`config.mk`:
```
export PLATFORM = sky130hd
export DESIGN_NAME = fetch_ctrl
export DESIGN_NICKNAME = d
export VERILOG_FILES = /design/src/rtl/fetch_ctrl_pkg.sv /design/src/rtl/fetch_fifo.sv /design/src/rtl/fetch_ctrl.sv
export SDC_FILE = /design/constraint.sdc
export NUM_CORES = 1
export LEC_CHECK = 0
export ABC_AREA = 0
export BUFFER_PORTS_ARGS = -buffer_cell sky130_fd_sc_hd__clkbuf_2
export CORE_ASPECT_RATIO = 1.75
export CORE_MARGIN = 5
export CORE_UTILIZATION = 46
export DETAILED_ROUTE_END_ITERATION = 7
export PLACE_DENSITY = 0.7
export REMOVE_ABC_BUFFERS = 1
export SETUP_SLACK_MARGIN = 0.02
export SYNTH_ARGS = -nofsm -noshare
export SYNTH_HDL_FRONTEND = slang
export SYNTH_HIERARCHICAL = 1
export SYNTH_SLANG_ARGS = --single-unit
```
`constraint.sdc`:
```
create_clock -name clk -period 4.9 [get_ports clk]
set_clock_uncertainty 0.1 [all_clocks]
set_input_delay 0.245 -clock clk [delete_from_list [all_inputs] [get_ports clk]]
set_output_delay 0.245 -clock clk [all_outputs]
set_load 0.05 [all_outputs]
```
`src/rtl/fetch_ctrl_pkg.sv`:
```
// Shared types and defaults for the fetch sequencer and its buffer.
// The optional performance counters are enabled with FETCH_CTRL_PERF_EN.
package fetch_ctrl_pkg;

    localparam int XLEN       = 64;
    localparam int FBUF_DEPTH = 4;

    typedef enum logic {
        RUN,
        FLUSH
    } fetch_state_e;

    typedef struct packed {
        logic [XLEN-1:0] pc;
        logic [31:0]     inst;
    } fetch_entry_t;

endpackage

```
`src/rtl/fetch_fifo.sv`:
```
// Circular buffer of fetched {pc, inst} entries. Flush empties it in one cycle
// and takes priority over a simultaneous push or pop.
module fetch_fifo
    import fetch_ctrl_pkg::*;
#(
    parameter int DEPTH = FBUF_DEPTH
) (
    input  logic                     clk,
    input  logic                     rstn,
    input  logic                     flush_i,
    input  logic                     push_i,
    input  fetch_entry_t             entry_i,
    input  logic                     pop_i,
    output fetch_entry_t             head_o,
    output logic [$clog2(DEPTH):0]   count_o,
    output logic                     empty_o,
    output logic                     full_o
);

    localparam int AW = $clog2(DEPTH);

    fetch_entry_t    mem_q [DEPTH];
    logic [AW-1:0]   wr_ptr_q, wr_ptr_d;
    logic [AW-1:0]   rd_ptr_q, rd_ptr_d;
    logic [AW:0]     count_q, count_d;

    function automatic logic [AW-1:0] ptr_inc(input logic [AW-1:0] p);
        return (p == AW'(DEPTH - 1)) ? '0 : p + AW'(1);
    endfunction

    always_comb begin
        wr_ptr_d = wr_ptr_q;
        rd_ptr_d = rd_ptr_q;
        count_d  = count_q;
        if (flush_i) begin
            wr_ptr_d = '0;
            rd_ptr_d = '0;
            count_d  = '0;
        end else begin
            if (push_i) wr_ptr_d = ptr_inc(wr_ptr_q);
            if (pop_i)  rd_ptr_d = ptr_inc(rd_ptr_q);
            count_d = count_q + (AW+1)'(push_i) - (AW+1)'(pop_i);
        end
    end

    always_ff @(posedge clk or negedge rstn) begin
        if (!rstn) begin
            wr_ptr_q <= '0;
            rd_ptr_q <= '0;
            count_q  <= '0;
        end else begin
            wr_ptr_q <= wr_ptr_d;
            rd_ptr_q <= rd_ptr_d;
            count_q  <= count_d;
        end
    end

    always_ff @(posedge clk) begin
        if (push_i && !flush_i) mem_q[wr_ptr_q] <= entry_i;
    end

    assign head_o  = mem_q[rd_ptr_q];
    assign count_o = count_q;
    assign empty_o = (count_q == '0);
    assign full_o  = (count_q == (AW+1)'(DEPTH));

endmodule

```
`src/rtl/fetch_ctrl.sv`:
```
// Fetch sequencer: PC generation, credit-limited I-cache requests, redirect flush.
// Define FETCH_CTRL_PERF_EN to build the stall/drop performance counters.
module fetch_ctrl
    import fetch_ctrl_pkg::*;
#(
    parameter int              XLEN       = fetch_ctrl_pkg::XLEN,
    parameter int              FBUF_DEPTH = fetch_ctrl_pkg::FBUF_DEPTH,
    parameter logic [XLEN-1:0] RESET_PC   = '0
) (
    input  logic                          clk,
    input  logic                          rstn,
    input  logic                          redirect_valid_i,
    input  logic [XLEN-1:0]               redirect_pc_i,
    input  logic                          fetch_addr_ready_i,
    output logic                          fetch_addr_valid_o,
    output logic [XLEN-1:0]               fetch_addr_o,
    input  logic                          fetch_data_valid_i,
    input  logic [31:0]                   fetch_data_i,
    output logic                          dec_valid_o,
    output logic [XLEN-1:0]               dec_pc_o,
    output logic [31:0]                   dec_inst_o,
    input  logic                          dec_ready_i,
    output logic [$clog2(FBUF_DEPTH):0]   outstanding_o,
    output logic [31:0]                   perf_stall_cycles_o,
    output logic [31:0]                   perf_dropped_o
);

    localparam int CW = $clog2(FBUF_DEPTH) + 1;

    fetch_state_e    state_q, state_d;
    logic [XLEN-1:0] pc_q, pc_d;
    logic [XLEN-1:0] resp_pc_q, resp_pc_d;
    logic [CW-1:0]   out_q, out_d;
    logic [CW-1:0]   drop_q, drop_d;
    logic [CW-1:0]   drop_on_redirect;
    logic [CW-1:0]   credit;
    logic [CW-1:0]   fifo_count;
    logic            fifo_empty, fifo_full;
    logic            req_fire, push, pop;
    logic [XLEN-1:0] redirect_pc_aligned;
    fetch_entry_t    push_entry, head;

    // Both handshakes complete on a rising edge where valid and ready are high;
    // valid never depends on the matching ready.
    assign credit              = CW'(FBUF_DEPTH) - (fifo_count + out_q);
    assign redirect_pc_aligned = redirect_pc_i & ~XLEN'(3);
    assign drop_on_redirect    = out_q - CW'(fetch_data_valid_i);

    always_ff @(posedge clk or negedge rstn) begin
        if (!rstn) state_q <= RUN;
        else       state_q <= state_d;
    end

    always_comb begin
        state_d = state_q;
        if (redirect_valid_i)
            state_d = (drop_on_redirect != '0) ? FLUSH : RUN;
        else if (state_q == FLUSH && drop_d == '0)
            state_d = RUN;
    end

    // rstn gates the request so it drops the moment reset asserts.
    always_comb begin
        fetch_addr_valid_o = rstn && (state_q == RUN) && (credit != '0) && !redirect_valid_i;
        req_fire           = fetch_addr_valid_o && fetch_addr_ready_i;
        push               = (state_q == RUN) && fetch_data_valid_i && !redirect_valid_i;
        dec_valid_o        = !fifo_empty && !redirect_valid_i;
        pop                = dec_valid_o && dec_ready_i;
    end

    always_comb begin
        pc_d      = pc_q;
        resp_pc_d = resp_pc_q;
        drop_d    = drop_q;
        out_d     = out_q + CW'(req_fire) - CW'(fetch_data_valid_i);
        if (redirect_valid_i) begin
            pc_d      = redirect_pc_aligned;
            resp_pc_d = redirect_pc_aligned;
            drop_d    = drop_on_redirect;
        end else begin
            if (req_fire) pc_d = pc_q + XLEN'(4);
            if (push)     resp_pc_d = resp_pc_q + XLEN'(4);
            if (state_q == FLUSH && fetch_data_valid_i && drop_q != '0)
                drop_d = drop_q - CW'(1);
        end
    end

    always_ff @(posedge clk or negedge rstn) begin
        if (!rstn) begin
            pc_q      <= RESET_PC;
            resp_pc_q <= RESET_PC;
            out_q     <= '0;
            drop_q    <= '0;
        end else begin
            pc_q      <= pc_d;
            resp_pc_q <= resp_pc_d;
            out_q     <= out_d;
            drop_q    <= drop_d;
        end
    end

    assign push_entry = '{pc: resp_pc_q, inst: fetch_data_i};

    fetch_fifo #(.DEPTH(FBUF_DEPTH)) u_fifo (
        .clk     (clk),
        .rstn    (rstn),
        .flush_i (redirect_valid_i),
        .push_i  (push),
        .entry_i (push_entry),
        .pop_i   (pop),
        .head_o  (head),
        .count_o (fifo_count),
        .empty_o (fifo_empty),
        .full_o  (fifo_full)
    );

    assign fetch_addr_o  = pc_q;
    assign dec_pc_o      = head.pc;
    assign dec_inst_o    = head.inst;
    assign outstanding_o = out_q;

`ifdef FETCH_CTRL_PERF_EN
    logic [31:0] stall_q, stall_d;
    logic [31:0] dropped_q, dropped_d;

    always_comb begin
        stall_d   = stall_q;
        dropped_d = dropped_q;
        if (state_q == RUN && credit == '0 && stall_q != '1)
            stall_d = stall_q + 32'd1;
        if (fetch_data_valid_i && (redirect_valid_i || state_q == FLUSH) && dropped_q != '1)
            dropped_d = dropped_q + 32'd1;
    end

    always_ff @(posedge clk or negedge rstn) begin
        if (!rstn) begin
            stall_q   <= '0;
            dropped_q <= '0;
        end else begin
            stall_q   <= stall_d;
            dropped_q <= dropped_d;
        end
    end

    assign perf_stall_cycles_o = stall_q;
    assign perf_dropped_o      = dropped_q;
`else
    assign perf_stall_cycles_o = '0;
    assign perf_dropped_o      = '0;
`endif

`ifndef SYNTHESIS
    assert property (@(posedge clk) disable iff (!rstn) !(fetch_data_valid_i && out_q == '0));
    assert property (@(posedge clk) disable iff (!rstn) !(push && fifo_full && !pop));
    assert property (@(posedge clk) disable iff (!rstn) drop_q <= out_q);
`endif

endmodule

```
==> summary.txt <==
Run status
  – Status: completed

Route
  – Post-route ant nets: 0
  – Vias/cell: between 5 and 6
  – DR pass1 iterations: 5
  – Wire per inst: 22.4 um
  – Initial DRC count: between 1000 and 1500
  – Drt drc: 0
  – Routed wire length: roughly 56 mm
  – Via count: roughly 14000

Power and ir drop
  – Power per cell area: 424 nW/um2
  – P_leak: a little under 10 nW
  – Max VDD drop: 0.277 mV
  – PnR Total Power: between 10 and 15 mW

Clock network
  – Max clock buf depth: 3
  – CTS Sinks: roughly 520
  – Clock Latency Late Sink: 560 ps
  – Post_cts resized: 0
  – Worst-path clk slew: 70 ps
  – TritonCTS buffer count: between 40 and 50
  – CTS root buf: clkbuf_16
  – Setup bufs post-CTS: 0
  – CTS tree: yes
  – H-tree Lvls: 2

STA
  – Final Max Slew Viols: 0
  – Least-Margin Pin Slew: approximately 970 ps
  – Highest Clock Rate: between 200 and 300 MHz
  – Relative slew slack: 35.0%
  – Crit path time final: between 3000 and 4000 ps
  – Setup Viol. Count Final: 0
  – RSZ-0062 raised after global routing: false
  – Hold Fails Final Rpt: 0
  – Fin crit share: 68.3%

Logic synthesis
  – Cell area after synthesis: between 20000 and 25000 um2
  – Synth warn: 6
  – Mapped Cells: 1436
  – Syn Area/Cell: 15.7 um2

Placed design
  – Inst Count DP: about 2300
  – Gpl congestion: about 0.83
  – DPL Wire Length: 37.5 mm
  – IO Port Bufs: around 260

Finish
  – Commonest cells after routing, fill and taps aside: edfxtp_1 (384), clkbuf_2 (260), dfrtp_1 (136)
  – Number of nets in the layout: ~1900
  – Most common cell after layout, fill and taps aside: edfxtp_1
  – Finished Core Util: 55.2%
  – Fin cells: about 2500
  – Layout cells sized above 1: between 20% and 30%
  – Area grow syn2layout: 19.3%

Die
  – FP Rows: between 100 and 150
  – Die Y: 302 um
  – Core box area: 48600 um2
  – Die Width: between 150 and 200 um
  – Initial Util: approximately 46%
  – Die area: between 50000 and 60000 um2
  – IO Count: 331

Setup path
  – Register-to-register setup slack: roughly 1800 ps
  – CP Max Fanout: 62
  – Critical Path RT: between 4000 and 5000 ps
  – Crit path capture type: output pin
  – R2R depth: 6
  – Worst endpoint data arrival time: roughly 3000 ps
  – Worst setup SP type: flip-flop
  – CP Class: reg -> out

Global route
  – Initial antenna violation count: 1
  – GRT Resource Usage Total: around 21%
  – Number of global-route vias before repair: between 10000 and 15000
  – Largest net degree at the start of global routing: 76
  – Gr ovfl total: 0
  – First-pass GRT wire length: ~85 mm

Flow run
  – MaxCap Viol Count: 0

Worst hold path
  – Hold Crit Depth: 3
  – Worst hold path class: in -> reg
-- layer usage --
metal | up-vias | part of all wire, % | track usage, % | wire length [um]
met5 | - | 0 | 0 | 0
li1 | 6133 | - | - | -
met3 | 128 | 6.1 | 3.70 | 3430
met2 | 491 | 51 | 36.0 | 28500
met4 | 0 | 5.1 | 9.55 | 2830
met1 | 6869 | 38 | 25.0 | 21100
-- registers in the layout, summed over array words and instances (netlist names) --
register and cells:
u_fifo/wr_ptr_q 2, u_fifo/count_o 3, u_fifo/rd_ptr_q 2, drop_q 3, outstanding_o 3, state_q 1
resp_pc_q 62, u_fifo/mem_q 384, fetch_addr_o 62
-- report_power, final --
group / internal (mW) / switching (mW)
Combinational: 0.691 / 1.49
Clock: 2.30 / 1.62
Sequential: 4.98 / 0.291
Total: 7.97 / 3.40
-- critical path, stage by stage, from the launching register on --
cell	delay (ps)
dfrtp_4	990
buf_12	510
mux4_2	620
clkbuf_2	260
-- cell type report --
type | instances | area, um2
Tap cell | 654 | 818
Fill cell | 3824 | 21800
Inverter | 36 | 135
Sequential cell | 522 | 15000
Multi-Input combinational cell | 829 | 6830
Timing Repair Buffer | 369 | 2410
Clock buffer | 51 | 1190
Antenna cell | 1 | 2.50
Clock inverter | 33 | 448
-- metrics by stage --
stage,worst slack [ps],hold WS (ps),instance area [um2],TNS (ps)
after floorplan,-43.8,-151,21900,-4210
after global placement,1810,205,24300,0
after detailed placement,1760,212,24300,0
after CTS,1410,0.557,26800,0
after global routing,1340,38.7,26800,0
final,1560,24.0,26800,0
-- worst paths after layout --
path / from / endpoint
min in group asynchronous: rstn / resp_pc_q[12]$_DFFE_PN0N_
min: redirect_pc_i[32] / resp_pc_q[32]$_DFFE_PN0N_
min reg2reg: outstanding_o[0]$_DFF_PN0_ / outstanding_o[0]$_DFF_PN0_
max reg2reg: resp_pc_q[13]$_DFFE_PN0N_ / resp_pc_q[45]$_DFFE_PN0N_
max: u_fifo/rd_ptr_q[0]$_DFFE_PN0P_ / dec_pc_o[53]
max in group asynchronous: rstn / resp_pc_q[40]$_DFFE_PN0N_
-- what timing repair did --
item,4_1_cts,5_1_grt
hold endpoints to repair,310,0
endpoints found under the setup margin,0,0
hold buffers,91,0
Power figures use the tool's default switching activity.
